$ cat config.mk
export PLATFORM = sky130hd
export DESIGN_NAME = memorybank_arbiter
export DESIGN_NICKNAME = d
export VERILOG_FILES = /design/src/rtl/memorybank_pkg.sv /design/src/rtl/memorybank_arbiter_rr_arb2.sv /design/src/rtl/memorybank_arbiter.sv
export SDC_FILE = /design/constraint.sdc
export NUM_CORES = 1
export LEC_CHECK = 0
export ABC_AREA = 0
export CORE_MARGIN = 4
export CORE_UTILIZATION = 37
export CTS_CLUSTER_DIAMETER = 80
export CTS_CLUSTER_SIZE = 25
export DETAILED_ROUTE_END_ITERATION = 6
export PLACE_DENSITY = 0.75
export SLEW_MARGIN = 40
export SYNTH_ARGS = -nofsm -noshare
export SYNTH_HDL_FRONTEND = slang
export SYNTH_HIERARCHICAL = 1
export SYNTH_SLANG_ARGS = --single-unit
$ cat constraint.sdc
create_clock -name clk -period 2.15 [get_ports clk]
set_input_delay 0.215 -clock clk [delete_from_list [all_inputs] [get_ports clk]]
set_output_delay 0.215 -clock clk [all_outputs]
set_load 0.05 [all_outputs]
$ cat src/rtl/memorybank_pkg.sv
// Shared constants and FSM state type for the node memory bank arbiter.
package memorybank_pkg;

    localparam int WORD_WIDTH = 16;
    localparam int ADDR_WIDTH = 6;
    localparam int MEM_DEPTH  = 64;

    typedef enum logic [1:0] {
        IDLE,
        ACCESS,
        RESP,
        CLEAR
    } state_t;

endpackage

$ cat src/rtl/memorybank_arbiter_rr_arb2.sv
// Two-input round-robin arbiter: combinational one-hot grant, history kept by the parent.
module rr_arb2 (
    input  logic       valid0,
    input  logic       valid1,
    input  logic       last_grant,
    input  logic       enable,
    output logic [1:0] grant
);

    always_comb begin
        grant = '0;
        if (enable) begin
            if (valid0 && (!valid1 || last_grant)) begin
                grant[0] = 1'b1;
            end else if (valid1) begin
                grant[1] = 1'b1;
            end
        end
    end

endmodule

$ cat src/rtl/memorybank_arbiter.sv
// Serialises two requesters onto the single-port node memory bank (round-robin, fixed latency).
// Optional power-on clear sweep of the bank when MEMBANK_CLR_EN is defined.
module memorybank_arbiter
    import memorybank_pkg::*;
#(
    parameter int WORD_WIDTH = memorybank_pkg::WORD_WIDTH,
    parameter int ADDR_WIDTH = memorybank_pkg::ADDR_WIDTH,
    parameter int MEM_DEPTH  = memorybank_pkg::MEM_DEPTH
) (
    input  logic                  clk,
    input  logic                  rst,
    input  logic                  req0_valid,
    output logic                  req0_ready,
    input  logic                  req0_wr,
    input  logic [ADDR_WIDTH-1:0] req0_index,
    input  logic [WORD_WIDTH-1:0] req0_wdata,
    output logic                  rsp0_valid,
    output logic [WORD_WIDTH-1:0] rsp0_rdata,
    input  logic                  req1_valid,
    output logic                  req1_ready,
    input  logic                  req1_wr,
    input  logic [ADDR_WIDTH-1:0] req1_index,
    input  logic [WORD_WIDTH-1:0] req1_wdata,
    output logic                  rsp1_valid,
    output logic [WORD_WIDTH-1:0] rsp1_rdata,
    output logic                  mem_wr_en,
    output logic [ADDR_WIDTH-1:0] mem_index,
    output logic [WORD_WIDTH-1:0] mem_data_in,
    input  logic [WORD_WIDTH-1:0] mem_data_out,
    output logic                  busy
);

    state_t                state;
    logic                  last_grant;
    logic                  gnt_id;
    logic                  wr_en_q;
    logic [ADDR_WIDTH-1:0] index_q;
    logic [WORD_WIDTH-1:0] wdata_q;
    logic [1:0]            grant;
    logic                  arb_enable;

    assign arb_enable = (state == IDLE) && !rst;

    rr_arb2 u_arb (
        .valid0     (req0_valid),
        .valid1     (req1_valid),
        .last_grant (last_grant),
        .enable     (arb_enable),
        .grant      (grant)
    );

    assign req0_ready = grant[0];
    assign req1_ready = grant[1];

`ifdef MEMBANK_CLR_EN
    logic [ADDR_WIDTH-1:0] clr_cnt;
    logic                  clearing;

    // Sweep outputs are gated by rst so the bank sees no writes while reset is held.
    assign clearing    = (state == CLEAR) && !rst;
    assign mem_wr_en   = wr_en_q | clearing;
    assign mem_index   = clearing ? clr_cnt : index_q;
    assign mem_data_in = clearing ? '0 : wdata_q;
    assign busy        = (state != IDLE) && !rst;

    always_ff @(posedge clk or posedge rst) begin
        if (rst) begin
            clr_cnt <= '0;
        end else if (state == CLEAR) begin
            clr_cnt <= clr_cnt + 1'b1;
        end
    end
`else
    assign mem_wr_en   = wr_en_q;
    assign mem_index   = index_q;
    assign mem_data_in = wdata_q;
    assign busy        = (state != IDLE);
`endif

    // wr_en_q doubles as the latched request type: it is only cleared at the end of ACCESS.
    always_ff @(posedge clk or posedge rst) begin
        if (rst) begin
`ifdef MEMBANK_CLR_EN
            state <= CLEAR;
`else
            state <= IDLE;
`endif
            last_grant <= 1'b1;
            gnt_id     <= 1'b0;
            wr_en_q    <= 1'b0;
            index_q    <= '0;
            wdata_q    <= '0;
            rsp0_valid <= 1'b0;
            rsp0_rdata <= '0;
            rsp1_valid <= 1'b0;
            rsp1_rdata <= '0;
        end else begin
            rsp0_valid <= 1'b0;
            rsp1_valid <= 1'b0;
            case (state)
                IDLE: begin
                    if (|grant) begin
                        wr_en_q    <= grant[1] ? req1_wr    : req0_wr;
                        index_q    <= grant[1] ? req1_index : req0_index;
                        wdata_q    <= grant[1] ? req1_wdata : req0_wdata;
                        gnt_id     <= grant[1];
                        last_grant <= grant[1];
                        state      <= ACCESS;
                    end
                end
                ACCESS: begin
                    wr_en_q <= 1'b0;
                    state   <= wr_en_q ? IDLE : RESP;
                end
                RESP: begin
                    if (gnt_id) begin
                        rsp1_valid <= 1'b1;
                        rsp1_rdata <= mem_data_out;
                    end else begin
                        rsp0_valid <= 1'b1;
                        rsp0_rdata <= mem_data_out;
                    end
                    state <= IDLE;
                end
                CLEAR: begin
`ifdef MEMBANK_CLR_EN
                    if (clr_cnt == ADDR_WIDTH'(MEM_DEPTH - 1)) begin
                        state <= IDLE;
                    end
`else
                    state <= IDLE;
`endif
                end
                default: state <= IDLE;
            endcase
        end
    end

endmodule
=== Word-level counts from Yosys, hierarchy flattened ===
Cells that the tools add are included.

* Register bits after elaboration: 61
* Output and inout port bits: 60
* Bits of input ports: 66
* Word-level logic and storage cells: 45

* Multiplexer cells: 16
* Bitwise operators: 1
* Equal/unequal tests: 4
* Reduce and logical (&&, ||, !) cells: 14

{| class="wikitable"
|+ Operators with widths
! kind !! count
|-
| $mux 16 || 1
|-
| $mux 1 || 9
|-
| $reduce_and 2->1 || 4
|-
| $mux 2 || 3
|-
| $mux 6 || 1
|-
| $pmux 2 s3 || 1
|-
| $eq 2x2->1 const B || 2
|-
| $reduce_bool 2->1 || 2
|-
| $reduce_or 2->1 || 2
|-
| $eq 2x1->1 const B || 1
|-
| $logic_and 1x1->1 || 2
|-
| $logic_not 1->1 || 2
|-
| $logic_not 2->1 || 1
|-
| $ne 2x1->1 const B || 1
|-
| $pmux 1 s2 || 1
|-
| $logic_or 1x1->1 || 1
|-
| $not 1->1 || 1
|}

=== Logic depth before layout (Yosys ltp) ===
Gate-level depths: netlist (run 1).

* Word-level depth: 8
* Gate-level depth with buffers: 10
* Gate-level depth less buffers: 7

=== Cells and area by module ===
Netlist (run 1), hierarchy kept.

{| class="wikitable"
|+ By module, submodules not included
! module !! cells an instance !! sequential area each (um^2) !! area an instance (um^2) !! times used
|-
| memorybank_arbiter || 161 || 1527.7 || 2613.8 || 1
|-
| rr_arb2 || 5 || 0.0 || 21.3 || 1
|}

=== Worst setup path after synthesis (run 1) ===
OpenSTA, ideal clock, no wires.

* Path type: reg2reg
* From: reg state[0]
* To: reg wdata_q[13], in the netlist mem_data_in[13]
* Data required time: 2.023 ns
* Cell stages (with the launch flop): 10
* Arrival time: 3.051 ns
* Slack: -1.028 ns
* Setup time: 0.127 ns
* Buffers on the path: 2
* Clock period less this slack: 3.178 ns
* Cells stage by stage: dfrtp_1 nor2_2 inv_1 nor2_1 nand2_1 a21oi_1 buf_2 buf_2 mux2_2 mux2_1

* Word-level cells in the longest chain between the ends: 5
* Elaborated cells on any way between the ends: 6
* Classes of those cells: mux: 2; reduce/logical: 4

{| class="wikitable"
|+ RTL lines
! element !! RTL line !! source
|-
| start, declared || memorybank_arbiter.sv:33 || <nowiki>state_t state;</nowiki>
|-
| start signal, assigned || memorybank_arbiter.sv:113 || <nowiki>state <= wr_en_q ? IDLE : RESP;</nowiki>
|-
| $logic_not 2->1 * || memorybank_arbiter.sv:42 || <nowiki>assign arb_enable = (state == IDLE) && !rst;</nowiki>
|-
| $logic_and 1x1->1 * || memorybank_arbiter.sv:42 ||
|-
| via arb_enable || memorybank_arbiter.sv:40 || <nowiki>logic arb_enable;</nowiki>
|-
| $mux 2 * || memorybank_arbiter_rr_arb2.sv:12 || <nowiki>if (enable) begin</nowiki>
|-
| via req1_ready || memorybank_arbiter.sv:20 || <nowiki>output logic req1_ready,</nowiki>
|-
| $reduce_or 2->1 || memorybank_arbiter.sv:102 || <nowiki>if (|grant) begin</nowiki>
|-
| $reduce_and 2->1 (no line) || - ||
|-
| end signal, assigned || memorybank_arbiter.sv:105 || <nowiki>wdata_q <= grant[1] ? req1_wdata : req0_wdata;</nowiki>
|-
| end, declared || memorybank_arbiter.sv:38 || <nowiki>logic [WORD_WIDTH-1:0] wdata_q;</nowiki>
|}

Mark *: on every way through the listed nets, which the timed path passes. The rest lies on a longest branch.
A chain may end at the register's enable or synchronous reset.

=== Worst setup path in the final report (run 1) ===
* From: reg state[0]
* To: reg wdata_q[4], in the netlist mem_data_in[4]

* Word-level cells in the longest chain between the ends: 5
* Elaborated cells on any way between the ends: 6
* Classes of those cells: mux: 2; reduce/logical: 4

{| class="wikitable"
|+ RTL lines
! element !! RTL line
|-
| $logic_not 2->1 * || memorybank_arbiter.sv:42
|-
| $logic_and 1x1->1 * || memorybank_arbiter.sv:42
|-
| via arb_enable || memorybank_arbiter.sv:40
|-
| $mux 2 * || memorybank_arbiter_rr_arb2.sv:12
|-
| $reduce_or 2->1 || memorybank_arbiter.sv:102
|-
| $reduce_and 2->1 (no line) || -
|}

Marked as above.

==> qor.txt, run 1 <==
Final sum of negative setup slack -> 0 ns
Hpwl dp -> 4591 µm
Final min period -> 2.056 ns
Post-Route M1 WL -> 2654 µm
Final worst slack -> 0.09413 ns
Routed length on met2 -> 2995 µm
Sequential share of power -> 0.258
Number of top-level design ports -> 126
First-pass DRT Iterations -> 3
RSZ-0062 raised after global routing -> false
Worst flop-to-flop path startpoint -> state[0]
Utilization after layout -> 0.6381
Hold Path Class -> input pin to asynchronous set/reset pin
# diodes -> 0
Via density per instance -> 4.536
Synth top cells by count -> sky130_fd_sc_hd__mux2_2 (65), sky130_fd_sc_hd__dfrtp_1 (60), sky130_fd_sc_hd__mux2_4 (9)
Effective utilization at floorplan -> 0.3836
Final layout net count -> 368
Sink Count -> 61
Worst setup path start -> state[0]
Number of unique standard cell types used by synthesis -> 19
Wire length of the first global-routing pass -> 10180 µm
Post-synth top area share -> 0.5698
Via count of the routed design -> 1828
Maximum number of pins on one net before global-route repair -> 35
P_leak -> 1.864 nW
Max H-tree Level -> 3
Number of instances in the synthesized netlist -> 166
# setup viols final -> 0
Required @ worst endpoint -> 2.36 ns
Initial antenna violation count -> 0
Crit-path max FO -> 9
Most repeated cell in the gate-level netlist after synthesis -> sky130_fd_sc_hd__mux2_2
Slew at the pin closest to its max-slew limit -> 0.5260 ns
Setup crit start kind -> flip-flop
Count of flip-flops with a built-in enable after synthesis -> 0
Number of synthesis warnings -> 6
Avg Inst Size Synth -> 15.87 µm²
Crit share post-route -> 0.9562
Post-CTS repair timing setup buffer count -> 0
Overflow left after global routing -> 0
List of cells traversed by the critical path -> nor2_4 > clkinvlp_4 > nor2_2 > nand2_1 > a21oi_4 > buf_4 > mux2_2 > mux2_4
Core region area -> 0.006869 mm²
Clk Latency, worst-skew pair -> 0.33 ns
Peak per-stage delay on the critical path -> 0.46 ns
Number of hold-repair buffers added at the cts stage -> 0
CTS Root Buffer Type -> sky130_fd_sc_hd__clkbuf_8
IO buf count -> 125
CP endpoint kind -> flip-flop
Data arrival, critical path -> 2.26 ns
Maximum VDD drop -> 0.8210 mV
Switching fraction of total power -> 0.4402
Area of all placed cells without fillers -> 0.004383 mm²
Proportion of register bits with asynchronous set or reset after synthesis -> 1.000
Maximum frequency from static timing analysis -> 486.4 MHz
Fraction of layout instances using a drive strength above 1 -> 0.3616
Post-route DRC violation count -> 0
Max-slew violation total from the final report -> 0
Via count of the first global-routing pass -> 1987
Result of the run -> complete, no violations
Site row count -> 30
Proportion of synthesized chip area in sequential cells -> 0.5798
Summed instance area of the synthesized netlist -> 0.002635 mm²
Combined global-route utilization of all metal layers -> 0.1530
TritonCTS clock tree -> done
Clock tree skew after final layout -> 0.01101 ns
Buf/Inv on CP -> 2
Clock transition at the registers of the reported paths -> 0.07 ns
Family with the most delay on the worst path -> multiplexers
Remaining number of nets flagged by the antenna check after routing -> 0
Final Hold Violating Endpoints -> 0
CTS-repair resized insts -> 0
Placed cell area -> 0.004144 mm²
Critical path class -> flip-flop to flip-flop
Internal power -> 4.495 mW
Leading register cell type out of synthesis -> sky130_fd_sc_hd__dfrtp_1
Overall die height -> 92.39 µm
Seq cells post-synth -> 61
Number of max-capacitance violations reported -> 0
Number of nets produced by synthesis -> 232
Top cell type by total area after synthesis -> sky130_fd_sc_hd__dfrtp_1
Top layer in use -> met4
Switching power -> 3.534 mW
DR WL/cell -> 15.25 µm
Bufs on Longest Clock Path -> 2
Drt first-iter violations -> 3
Combinational cell fraction of total power -> 0.590
Post-place setup slack -> 0.08973 ns
Detail Route met3 WL -> 413 µm
Cell area power density -> 1832 mW/mm²
Final weighted congestion in routability-driven placement -> 0.7032
Proportion of power drawn by the clock network -> 0.151
CP max stage cell -> sky130_fd_sc_hd__dfrtp_1
Final WL -> 6147 µm
Tightest slew margin relative to the limit -> 0.6482
Top cells by area, synth -> sky130_fd_sc_hd__dfrtp_1 (57%), sky130_fd_sc_hd__mux2_2 (28%), sky130_fd_sc_hd__mux2_4 (5.1%)
Inserted Clock Buffers -> 9
Synthesis-to-finish area growth -> 66.33%
Die Outline Area -> 0.008536 mm²
Width of the die -> 92.39 µm
[metal layers]
metal  up-vias  global-route usage
met1       899              0.1907
met3         7             0.04793
met2        67              0.2441
met5         -                   0
li1        855                   -
met4         0             0.06683
[state kept, by name, summed over array words and instances (netlist names)]
name and cells:
rsp1_valid 1, state 2, gnt_id 1, mem_index 6, rsp0_rdata 16, last_grant 1, mem_data_in 16, mem_wr_en 1
rsp1_rdata 16, rsp0_valid 1
[power by group through the flow]
stage               Combinational (mW)  Clock (mW)  Sequential (mW)
floorplan                         1.43           0             3.96
global placement                  4.74           0             2.08
detailed placement                4.78           0             2.09
CTS                               4.80        1.25             2.08
global route                      4.93        1.30             2.16
finish                            4.74        1.21             2.07
[cells in the final DEF, fill, tap and decap left out, types with 2 or more instances in the layout]
master,n
sky130_fd_sc_hd__bufinv_16,3
sky130_fd_sc_hd__clkinvlp_4,2
sky130_fd_sc_hd__dfrtp_1,59
sky130_fd_sc_hd__a22o_1,2
sky130_fd_sc_hd__mux2_2,46
sky130_fd_sc_hd__clkdlybuf4s50_1,123
sky130_fd_sc_hd__clkbuf_8,9
sky130_fd_sc_hd__buf_4,6
sky130_fd_sc_hd__mux2i_1,2
sky130_fd_sc_hd__buf_12,4
sky130_fd_sc_hd__mux2_4,30
sky130_fd_sc_hd__nand2_1,4
sky130_fd_sc_hd__inv_1,2
[worst reg2reg max path: stages (launching register included)]
cell                         delay, ns
sky130_fd_sc_hd__dfrtp_1          0.46
sky130_fd_sc_hd__nor2_4           0.18
sky130_fd_sc_hd__clkinvlp_4       0.12
sky130_fd_sc_hd__nor2_2           0.12
sky130_fd_sc_hd__nand2_1          0.09
sky130_fd_sc_hd__a21oi_4          0.16
sky130_fd_sc_hd__buf_4            0.21
sky130_fd_sc_hd__mux2_2           0.35
sky130_fd_sc_hd__mux2_4           0.25
[final cells by class]
type	instances	area [µm²]
fillers	538	2486
flip-flops and latches	61	1529
repair buffers	133	1356
multi-input cells	93	1120
clock buffers	10	127.6
well taps	96	120.1
clock inverters	6	111.4
inverters	4	18.77
[worst paths after layout]
kind	to	slack, ns	cells past startpoint
worst max-delay path	mem_data_in[4]	0.09	8
worst max register to register	mem_data_in[4]	0.09	8
worst min register to register	state[1]	0.46	1
min in group clk	state[1]	0.46	1
max in group asynchronous	last_grant	1.45	3
worst min-delay path	mem_data_in[3]	0.33	3
[cells by family (layout without fill, tap and decap cells)]
kind of cell           Yosys count  in the layout  share of synthesized area
and+or+nand+nor                 10             10                    0.02802
buffers and inverters           12            153                    0.03371
muxes                           78             78                     0.3452
DFF                             61             61                     0.5798
AOI/OAI and AO/OA                5              5                    0.01330
[stage by stage]
step / power (mW) / hold slack (ns) / std cells
final: 8.030 / 0.3294 / 403
after global routing: 8.387 / 0.3668 / 403
after CTS: 8.128 / 0.3205 / 403
after detailed placement: 6.874 / 0.4446 / 387
after global placement: 6.820 / 0.4366 / 387
after floorplan: 5.386 / 0.3631 / 166
(Power assumes the default switching activity.)
==> run 2: changes to the inputs <==
- GPL_TIMING_DRIVEN: not set -> 0
==> qor.txt, run 2 (synthesized netlist as in run 1, its figures left out) <==
Result of the run -> complete, no violations
Worst hold margin -> 0.2467 ns (-0.08273 ns)
Final sum of negative setup slack -> 0 ns (unchanged)
Via density per instance -> 4.596 (+1.3%)
Fraction of layout instances using a drive strength above 1 -> 0.3782 (+0.01664)
TritonCTS clock tree -> done
P_leak -> 1.893 nW (+1.6%)
Die Outline Area -> 0.008536 mm² (unchanged)
Via count of the routed design -> 1875 (+2.6%)
Final worst slack -> 0.1234 ns (+0.02931 ns)
Number of top-level design ports -> 126 (unchanged)
Clock transition at the registers of the reported paths -> 0.07 ns (about the same)
Site row count -> 30 (unchanged)
CTS Root Buffer Type -> sky130_fd_sc_hd__clkbuf_8
Maximum VDD drop -> 0.8161 mV (-0.60%)
CP endpoint kind -> flip-flop
Maximum frequency from static timing analysis -> 493.4 MHz (+1.4%)
Most common cell after layout, fill and taps aside -> sky130_fd_sc_hd__clkdlybuf4s50_1
Wire length of the first global-routing pass -> 10140 µm (-0.47%)
Number of filler cells placed in the layout -> 531 (-1.3%)
Initial antenna violation count -> 0 (unchanged)
Area of all placed cells without fillers -> 0.004442 mm² (+1.3%)
Number of max-capacitance violations reported -> 0 (unchanged)
Clk Latency, worst-skew pair -> 0.32 ns (about the same)
Hold Path Class -> input pin to asynchronous set/reset pin
Critical path class -> flip-flop to flip-flop
Combined global-route utilization of all metal layers -> 0.1505 (-0.002519)
First-pass DRT Iterations -> 2 (-1)
Max H-tree Level -> 3 (unchanged)
Inserted Clock Buffers -> 9 (unchanged)
Width of the die -> 92.39 µm (unchanged)
Area of all sequential standard cells -> 0.001530 mm² (about the same)
# diodes -> 0 (unchanged)
Final weighted congestion in routability-driven placement -> 0.7146 (+1.6%)
Synthesis-to-finish area growth -> 68.57%
Overall power -> 8.040 mW (+0.12%)
Number of placed cells counting well taps -> 388 (+0.26%)
Area of the multi-input gates -> 0.001120 mm² (unchanged)
Drt first-iter violations -> 15 (+12)
Core region area -> 0.006869 mm² (unchanged)
IO buf count -> 125 (unchanged)
Bufs on Longest Clock Path -> 2 (unchanged)
Setup crit start kind -> flip-flop
Effective utilization at floorplan -> 0.3836 (unchanged)
Final min period -> 2.027 ns (-0.02931 ns)
Overall die height -> 92.39 µm (unchanged)
Required @ worst endpoint -> 2.35 ns (about the same)
Final WL -> 6177 µm (+0.49%)
Cell area power density -> 1810 mW/mm² (-1.2%)
Tightest slew margin relative to the limit -> 0.6373 (-0.01097)
Final Hold Violating Endpoints -> 0 (unchanged)
Clock tree skew after final layout -> 0.006928 ns (-0.004081 ns)
Slew at the pin closest to its max-slew limit -> 0.5435 ns (+0.01752 ns)
Hpwl dp -> 4648 µm (+1.3%)
Crit share post-route -> 0.9426 (-0.01363)
Maximum number of pins on one net before global-route repair -> 39 (+11%)
Final layout net count -> 374 (+1.6%)
Sink Count -> 61 (unchanged)
Most used cells in the layout excluding fill and tap cells -> sky130_fd_sc_hd__clkdlybuf4s50_1 (123), sky130_fd_sc_hd__dfrtp_1 (58), sky130_fd_sc_hd__mux2_2 (46)
Post-route DRC violation count -> 0 (unchanged)
# setup viols final -> 0 (unchanged)
Remaining number of nets flagged by the antenna check after routing -> 0 (unchanged)
Number of standard cells in the layout, taps in and fillers out -> 408 (+1.2%)
Post-place setup slack -> -0.01626 ns (-0.1060 ns)
Via count of the first global-routing pass -> 2069 (+4.1%)
DR WL/cell -> 15.14 µm (-0.74%)
Utilization after layout -> 0.6466 (+0.008561)
Overflow left after global routing -> 0 (unchanged)
Max-slew violation total from the final report -> 0 (unchanged)
Crit-path max FO -> 10 (+1)
Placed cell area -> 0.004165 mm² (+0.51%)
Data arrival, critical path -> 2.23 ns (-0.03 ns)
run 2: changes by cell type in the layout (fill, tap and decap cells not counted), sizes merged:
cell           previous run  this run
clkinv                    2         3
buf                      10        14
clkinvlp                  2         1
clkdlybuf4s15             0         2
bufinv                    3         2
run 2: worst max-delay path: stages (launching register included):
cell                         delay, ns
sky130_fd_sc_hd__dfrtp_2          0.43
sky130_fd_sc_hd__nor2_4           0.15
sky130_fd_sc_hd__clkinvlp_4       0.11
sky130_fd_sc_hd__nor2_2           0.12
sky130_fd_sc_hd__nand2_1          0.09
sky130_fd_sc_hd__a21oi_4          0.13
sky130_fd_sc_hd__buf_6            0.13
sky130_fd_sc_hd__buf_8            0.14
sky130_fd_sc_hd__mux2_2           0.35
sky130_fd_sc_hd__mux2_4           0.26
run 2: final timing paths:
check	startpoint	end	slack, ns	cells past startpoint
min in group clk	mem_wr_en	state[1]	0.46	1
hold reg to reg	mem_wr_en	state[1]	0.46	1
max in group asynchronous	rst	last_grant	1.36	3
hold / removal	rst	rsp1_rdata[11]	0.25	2
setup reg to reg	state[1]	mem_index[1]	0.12	9
setup / recovery	state[1]	mem_index[1]	0.12	9
run 2: cell type report:
| type | count | area share |
|---|---|---|
| buffer | 8 | 0.02563 |
| clock buffer | 10 | 0.03099 |
| clock inverter | 5 | 0.01690 |
| inverter | 4 | 0.004789 |
| multi-input combinational | 93 | 0.2521 |
| sequential | 61 | 0.3445 |
| tap | 96 | 0.02704 |
| timing repair buffer | 131 | 0.2980 |
run 2: power by group:
group          internal, mW  switching (mW)  total [mW]
Sequential             1.74           0.322        2.06
Combinational          2.09            2.80        4.90
Clock                 0.672           0.412        1.08
Total                  4.50            3.54        8.04
run 2: repair_timing:
| item | 4_1_cts | 5_1_grt |
|---|---|---|
| hold buffers | 0 | 0 |
| setup endpoints to repair | 20 | 20 |
| pin swaps | 1 | 1 |
| buffers inserted | 1 | 4 |
| gates resized for setup | 6 | 3 |
run 2: per-layer routing:
layer  part of all wire  up-vias  wire [µm]  GRT usage
li1                   -      869          -          -
met1               0.42      926       2624     0.1892
met2               0.49       70       3033     0.2381
met3              0.064       10        394    0.04468
met4              0.020        0        125    0.06931
met5                  0        -          0          0
